<file path="config.mk">
export PLATFORM = sky130hd
export DESIGN_NAME = immed_encoder
export DESIGN_NICKNAME = d
export VERILOG_FILES = /design/src/rtl/immed_encoder.sv
export SDC_FILE = /design/constraint.sdc
export NUM_CORES = 1
export LEC_CHECK = 0
export ABC_AREA = 1
export ABC_CLOCK_PERIOD_IN_PS = 2000
export BUFFER_PORTS_ARGS = -buffer_cell sky130_fd_sc_hd__clkbuf_2
export CELL_PAD_IN_SITES_DETAIL_PLACEMENT = 1
export CELL_PAD_IN_SITES_GLOBAL_PLACEMENT = 1
export CORE_MARGIN = 8
export CORE_UTILIZATION = 38
export DETAILED_ROUTE_END_ITERATION = 16
export MAX_ROUTING_LAYER = met4
export PLACE_DENSITY_LB_ADDON = 0.25
export SKIP_LAST_GASP = 1
export SLEW_MARGIN = 5
export SYNTH_ARGS = -nofsm -noshare
export SYNTH_HDL_FRONTEND = slang
export SYNTH_SLANG_ARGS = --single-unit
</file>
<file path="constraint.sdc">
create_clock -name clk -period 2 [get_ports clk]
set_input_delay 0.6 -clock clk [delete_from_list [all_inputs] [get_ports clk]]
set_output_delay 0.6 -clock clk [all_outputs]
set_load 0.02 [all_outputs]
</file>
<file path="src/rtl/immed_encoder.sv">
// Packs a 32-bit immediate into the I/S/B/U/J fields of a template instruction.
// Two-stage valid/ready pipeline with range checks and a saturating error counter.
module immed_encoder #(
    parameter int unsigned ERR_CNT_W = 16,
    parameter bit          CHECK_EN  = 1'b1
) (
    input  logic                 clk,
    input  logic                 rst,
    input  logic                 in_valid,
    output logic                 in_ready,
    input  logic [31:0]          in_base,
    input  logic [2:0]           in_immedSrc,
    input  logic [31:0]          in_immed,
    output logic                 out_valid,
    input  logic                 out_ready,
    output logic [31:0]          out_inst,
    output logic                 out_err,
    output logic [ERR_CNT_W-1:0] err_count,
    input  logic                 clr_count
);
    typedef enum logic [2:0] {
        FMT_I = 3'd0,
        FMT_S = 3'd1,
        FMT_B = 3'd2,
        FMT_U = 3'd3,
        FMT_J = 3'd4
    } fmt_e;

    logic                 va_q, va_d, vb_q, vb_d;
    logic [31:0]          base_a_q, base_a_d, imm_a_q, imm_a_d;
    logic [2:0]           src_a_q, src_a_d;
    logic [31:0]          inst_b_q, inst_b_d;
    logic                 err_b_q, err_b_d;
    logic [ERR_CNT_W-1:0] cnt_q, cnt_d;
    logic                 load_a, load_b;
    logic                 sext11, sext12, sext20, fits;
    logic [31:0]          pack, enc_inst;
    logic                 enc_err;

    always_comb begin
        load_b   = !vb_q || out_ready;
        load_a   = !va_q || load_b;
        in_ready = load_a;
    end

    // Field packing from stage A; fits=0 for illegal formats.
    always_comb begin
        sext11 = (&imm_a_q[31:11]) | ~(|imm_a_q[31:11]);
        sext12 = (&imm_a_q[31:12]) | ~(|imm_a_q[31:12]);
        sext20 = (&imm_a_q[31:20]) | ~(|imm_a_q[31:20]);
        pack   = base_a_q;
        fits   = 1'b0;
        case (src_a_q)
            FMT_I: begin
                pack[31:20] = imm_a_q[11:0];
                fits        = sext11;
            end
            FMT_S: begin
                pack[31:25] = imm_a_q[11:5];
                pack[11:7]  = imm_a_q[4:0];
                fits        = sext11;
            end
            FMT_B: begin
                pack[31]    = imm_a_q[12];
                pack[30:25] = imm_a_q[10:5];
                pack[11:8]  = imm_a_q[4:1];
                pack[7]     = imm_a_q[11];
                fits        = sext12 && !imm_a_q[0];
            end
            FMT_U: begin
                pack[31:12] = imm_a_q[31:12];
                fits        = ~(|imm_a_q[11:0]);
            end
            FMT_J: begin
                pack[31]    = imm_a_q[20];
                pack[30:21] = imm_a_q[10:1];
                pack[20]    = imm_a_q[11];
                pack[19:12] = imm_a_q[19:12];
                fits        = sext20 && !imm_a_q[0];
            end
            default: ;
        endcase
        if (CHECK_EN) begin
            enc_err  = !fits;
            enc_inst = fits ? pack : base_a_q;
        end else begin
            enc_err  = 1'b0;
            enc_inst = pack;
        end
    end

    always_comb begin
        va_d     = va_q;
        base_a_d = base_a_q;
        src_a_d  = src_a_q;
        imm_a_d  = imm_a_q;
        vb_d     = vb_q;
        inst_b_d = inst_b_q;
        err_b_d  = err_b_q;
        cnt_d    = cnt_q;
        if (load_a) begin
            va_d     = in_valid;
            base_a_d = in_base;
            src_a_d  = in_immedSrc;
            imm_a_d  = in_immed;
        end
        if (load_b) begin
            vb_d     = va_q;
            inst_b_d = enc_inst;
            err_b_d  = enc_err;
        end
        if (clr_count) begin
            cnt_d = '0;
        end else if (vb_q && out_ready && err_b_q && (cnt_q != '1)) begin
            cnt_d = cnt_q + ERR_CNT_W'(1);
        end
    end

    always_ff @(posedge clk) begin
        if (rst) begin
            va_q     <= 1'b0;
            vb_q     <= 1'b0;
            base_a_q <= '0;
            src_a_q  <= '0;
            imm_a_q  <= '0;
            inst_b_q <= '0;
            err_b_q  <= 1'b0;
            cnt_q    <= '0;
        end else begin
            va_q     <= va_d;
            vb_q     <= vb_d;
            base_a_q <= base_a_d;
            src_a_q  <= src_a_d;
            imm_a_q  <= imm_a_d;
            inst_b_q <= inst_b_d;
            err_b_q  <= err_b_d;
            cnt_q    <= cnt_d;
        end
    end

    assign out_valid = vb_q;
    assign out_inst  = inst_b_q;
    assign out_err   = err_b_q;
    assign err_count = cnt_q;

endmodule

</file>
==> Word-level counts from Yosys, hierarchy flattened <==
Index checks and enable logic that the tools add are counted.
{ "word_totals": {"ff_bits": 118, "word_cells": 49, "output_inout_bits": 51} }
{ "op_classes": {"bitwise_logic": 7, "n_eq_ne": 5, "muxes": 6, "reduce_logical": 22, "add_sub_neg": 1} }
{ "ops": {"columns": ["cell", "count"], "rows": [
  ["32-bit two-way mux", 1],
  ["7-bit case mux with 4 select lines", 1],
  ["12-bit OR reduction", 2],
  ["21-bit AND reduction", 1],
  ["21-bit OR reduction", 1],
  ["20-bit AND reduction", 1],
  ["20-bit OR reduction", 1],
  ["16-bit by 1-bit adder with 16-bit output (second input constant)", 1],
  ["16-bit != test (second input constant)", 1],
  ["5-bit case mux with 3 select lines", 1],
  ["12-bit AND reduction", 1],
  ["5-bit case mux with 2 select lines", 1],
  ["8-bit two-way mux", 1],
  ["3-bit by 2-bit == test with 1-bit output (second input constant)", 2],
  ["2-bit OR reduction", 3],
  ["1-bit logical AND", 5],
  ["1-bit zero test", 4],
  ["1-bit NOT", 4],
  ["1-bit case mux with 4 select lines", 1],
  ["3-bit by 1-bit == test with 1-bit output (second input constant)", 1],
  ["3-bit == test (second input constant)", 1],
  ["3-bit zero test", 1],
  ["1-bit OR", 3],
  ["1-bit logical OR", 2]
]} }

==> Longest topological paths before layout <==
{ "depth": {"ltp_word": 6, "depth_mapped": 14, "mapped_depth_nobuf": 13} }

==> Worst setup path after synthesis <==
OpenSTA, ideal clock, no wires.
{ "synth_timing": {"path_type": "input to output", "start": "input port out_ready", "end": "output port in_ready", "slack_ps": 82, "arrival_ps": 1318, "stages": 3, "t_required_ps": 1400, "path_cell_list": "nor2_1 > nand2_1 > clkbuf_1"} }
{ "synth_between": {"elab_chain_len": 2} }
{ "synth_rtl": {"columns": ["item", "line", "rtl"], "rows": [
  ["start: declaration", "15", "input logic out_ready,"],
  ["1-bit logical OR", "41", "load_b = !vb_q || out_ready;"],
  ["1-bit logical OR", "42", "load_a = !va_q || load_b;"],
  ["end: declaration", "10", "output logic in_ready,"]
]} }
Every way passes these cells.

==> Worst setup path in the final report <==
{ "layout_timing": {"start": "register vb_q, in the netlist out_valid", "end": "output port in_ready"} }
{ "layout_between": {"elab_chain_len": 3} }
{ "layout_rtl": {"columns": ["item", "line", "rtl"], "rows": [
  ["start: declaration", "29", "logic va_q, va_d, vb_q, vb_d;"],
  ["start signal: assignment", "131", "vb_q <= vb_d;"],
  ["1-bit zero test", "41", null],
  ["1-bit logical OR", "41", null],
  ["1-bit logical OR", "42", null]
]} }
Every way passes these cells.

==> results.sh <==
export IMPL_status="finished, final reports clean"
export IMPL_ys_seq_area_share_pct=43.1
export IMPL_gp_congestion=0.942
export IMPL_clkPwrFrac_pct=48.2
export IMPL_maxCapViolations=0
export IMPL_seqCellArea_sq_mm=0.00236
export IMPL_critPathTopFamily="flip-flops"
export IMPL_htreeDepth=4
export IMPL_required_ns=1.40
export IMPL_wl_met3_um=980
export IMPL_hold_path_startpoint="in_base[22]"
export IMPL_synthFlopType="dfxtp_1"
export IMPL_dp_hpwl_mm=14.0
export IMPL_wl_per_cell_um=16.6
export IMPL_synthToLayoutAreaGrowth_pct=26.9
export IMPL_setup_violations=0
export IMPL_hold_violations=0
export IMPL_r2r_cells=10
export IMPL_clock_sinks=118
export IMPL_root_buffer="clkbuf_16"
export IMPL_nNetsFinal=1012
export IMPL_p_total_mw=6.16
export IMPL_antenna_found_initial=0
export IMPL_worst_path_stages=4
export IMPL_wl_met1_mm=8.65
export IMPL_dr_pass1_iters=4
export IMPL_worst_path_buf_inv=2
export IMPL_crit_start="out_valid"
export IMPL_synth_area_leader_cell="dfxtp_1"
export IMPL_route_detailed_vias_per_inst=5.10
export IMPL_fillers=1958
export IMPL_cellPowerDensity_mw_per_mm2=886
export IMPL_syn_nets=886
export IMPL_synthTopCellsByCount="nand2_1 (192), dfxtp_1 (118), nand3_1 (118)"
export IMPL_final_util_pct=48.6
export IMPL_cell_internal_pwr_mw=4.61
export IMPL_yosys_register_bits=118
export IMPL_leakage_nw=3.38
export IMPL_clk_path_buf_depth=2
export IMPL_arrival_ns=1.34
export IMPL_p_switching_mw=1.55
export IMPL_synth_top_cell_area_share_pct=43.1
export IMPL_cts_tree="built"
export IMPL_die_width_um=136
export IMPL_async_flop_share_pct=0
export IMPL_wl_met2_mm=8.96
export IMPL_vdd_drop_max_v=0.000554
export IMPL_gr_usage_all_layers_pct=21.7
export IMPL_first_iter_violations=383
export IMPL_die_height_um=136
export IMPL_synthTopCellsByArea="dfxtp_1 (43%), nand2_1 (13%), nand3_1 (11%), a21oi_1 (7.5%), inv_1 (5.5%)"
export IMPL_slew_headroom_pct=68.0
export IMPL_ctsHoldBuffers=0
export IMPL_criticalPathCategory="flip-flop to output pin"
export IMPL_initial_core_util_pct=38.3
export IMPL_crit_path_end_kind="output pin"
export IMPL_synth_area_sq_mm=0.00548
export IMPL_period_needed_ns=1.94
export IMPL_drv_slew=0
export IMPL_die_area_sq_mm=0.0185
export IMPL_startpoint_type="flip-flop"
export IMPL_yosysWarnings=0
export IMPL_yosysMostFrequentCell="nand2_1"
export IMPL_grt_pass1_vias=5977
export IMPL_io_buffers=122
export IMPL_drive_above_1_share_pct=21.0
export IMPL_io_pins=123
export IMPL_worstHoldPathType="input pin to flip-flop"
export IMPL_ant_nets=0
export IMPL_core_region_area_sq_mm=0.0143
export IMPL_critPathMaxStageDelay_ns=0.39
export IMPL_wl_mm=18.8
export IMPL_insertion_delay_ns=0.42
export IMPL_n_antenna_cell=0
export IMPL_design_area_sq_mm=0.00695
export IMPL_fin_crit_sh_pct=96.9
export IMPL_vias=5797
export IMPL_place_area_sq_mm=0.00634
export IMPL_grt_max_degree=45
export IMPL_syn_inst=813
export IMPL_crit_fanout=4
export IMPL_comb_power_share_pct=9.8
export IMPL_num_rows=44
export IMPL_overflow=0
export IMPL_p_sw_share_pct=25.2
export IMPL_synth_edff_count=0
export IMPL_path_cells="inv_1, nor2_4, nand2_2, clkbuf_2"
export IMPL_synth_area_per_cell_sq_um=6.73
export IMPL_multi_input_comb_area_sq_mm=0.00264
export IMPL_worst_r2r_endpoint="out_inst[22]"
export IMPL_clkTransAtPathRegs_ns=0.06
export IMPL_endpoint="in_ready"
export IMPL_numCtsBuffers=17
export IMPL_grt_first_pass_wirelength_mm=30.6
export IMPL_drc=0
export IMPL_synth_distinct_cells=27
export IMPL_top_layer_used="met4"
export IMPL_worstMarginPinSlew_ns=0.476
export IMPL_seqPwrFrac_pct=42.0
export IMPL_slowest_stage="dfxtp_1"
export IMPL_fmax_ghz=0.516
export IMPL_r2r_start="src_a_q[2]"
export IMPL_reg2reg_slack_ns=0.17
export IMPL_clock_skew_ns=0.00673
[worst min-delay path by stage]
stage | to | slack, ns | cells past startpoint
after floorplan | out_inst[27] | 0.44 | 2
after global placement | out_inst[5] | 0.47 | 2
after detailed placement | base_a_q[2] | 0.47 | 2
after CTS | imm_a_q[11] | 0.39 | 3
after global routing | base_a_q[4] | 0.40 | 3
final | base_a_q[22] | 0.41 | 3
[power groups by stage]
stage          Combinational [mW]  Clock [mW]  Sequential, mW
3_3_place_gp                0.590           0            2.62
5_1_grt                     0.681        3.13            2.60
3_5_place_dp                0.600           0            2.63
2_1_floorplan               0.313           0            2.64
6_report                    0.605        2.97            2.58
4_1_cts                     0.607        3.03            2.58
[layout make-up]
| type | instances | share of cell area (%) |
|---|---|---|
| multi-input combinational | 570 | 38.0 |
| sequential | 118 | 34.0 |
| timing repair buffer | 150 | 12.0 |
| clock buffer | 22 | 6.82 |
| inverter | 82 | 4.43 |
| tap | 184 | 3.31 |
| clock inverter | 10 | 1.48 |
[state kept, by name, summed over array words and instances (netlist names)]
signal / flops
base_a_q: 32
imm_a_q: 32
out_inst: 32
err_count: 16
src_a_q: 3
out_err: 1
out_valid: 1
va_q: 1
[cells in the final DEF (no fill, tap or decap), types with 17 or more instances in the layout]
cell,synthesis,final
a21oi_1,82,82
buf_4,0,27
clkbuf_16,0,17
clkbuf_2,0,122
dfxtp_1,118,117
inv_1,80,80
nand2_1,192,190
nand3_1,118,118
nor2_1,75,74
o21ai_0,50,50
[cells by family (layout without fill, tap and decap cells)]
group / after synthesis / count (layout) / share of synthesized area [%]
buffers and inverters: 125 / 264 / 9.00
AND/OR/NAND/NOR: 425 / 425 / 33.9
AO/OA/AOI/OAI: 140 / 140 / 13.1
flip-flops: 118 / 118 / 43.1
XOR/XNOR: 4 / 4 / 0.640
adder cells (fa/ha/maj): 1 / 1 / 0.228
[metal layers]
layer / GRT usage, % / vias up
li1: - / 2894
met1: 26.6 / 2772
met2: 34.5 / 116
met3: 5.36 / 15
met4: 6.59 / 0
met5: - / -
[worst min-delay path: cells and delay by family]
kind | cells | cell delay (ns)
buffers and inverters | 1 | 0.08
and+or+nand+nor | 1 | 0.05
AOI/OAI and AO/OA | 1 | 0.05
[stage by stage]
stage | instances | hold slack (ns) | TNS (ns) | worst slack [ns]
final | 1136 | 0.407 | 0 | 0.0622
after global placement | 1101 | 0.466 | 0 | 0.155
after detailed placement | 1101 | 0.470 | 0 | 0.155
after global routing | 1136 | 0.401 | -0.00988 | -0.00988
after floorplan | 813 | 0.441 | 0 | 0.0819
after CTS | 1133 | 0.390 | 0 | 0.0248
[what timing repair did]
| item | CTS | global route |
|---|---|---|
| setup endpoints to repair | 0 | 17 |
| resized for setup | 0 | 2 |
| setup buffers | 0 | 3 |
Power figures use the tool's default switching activity.
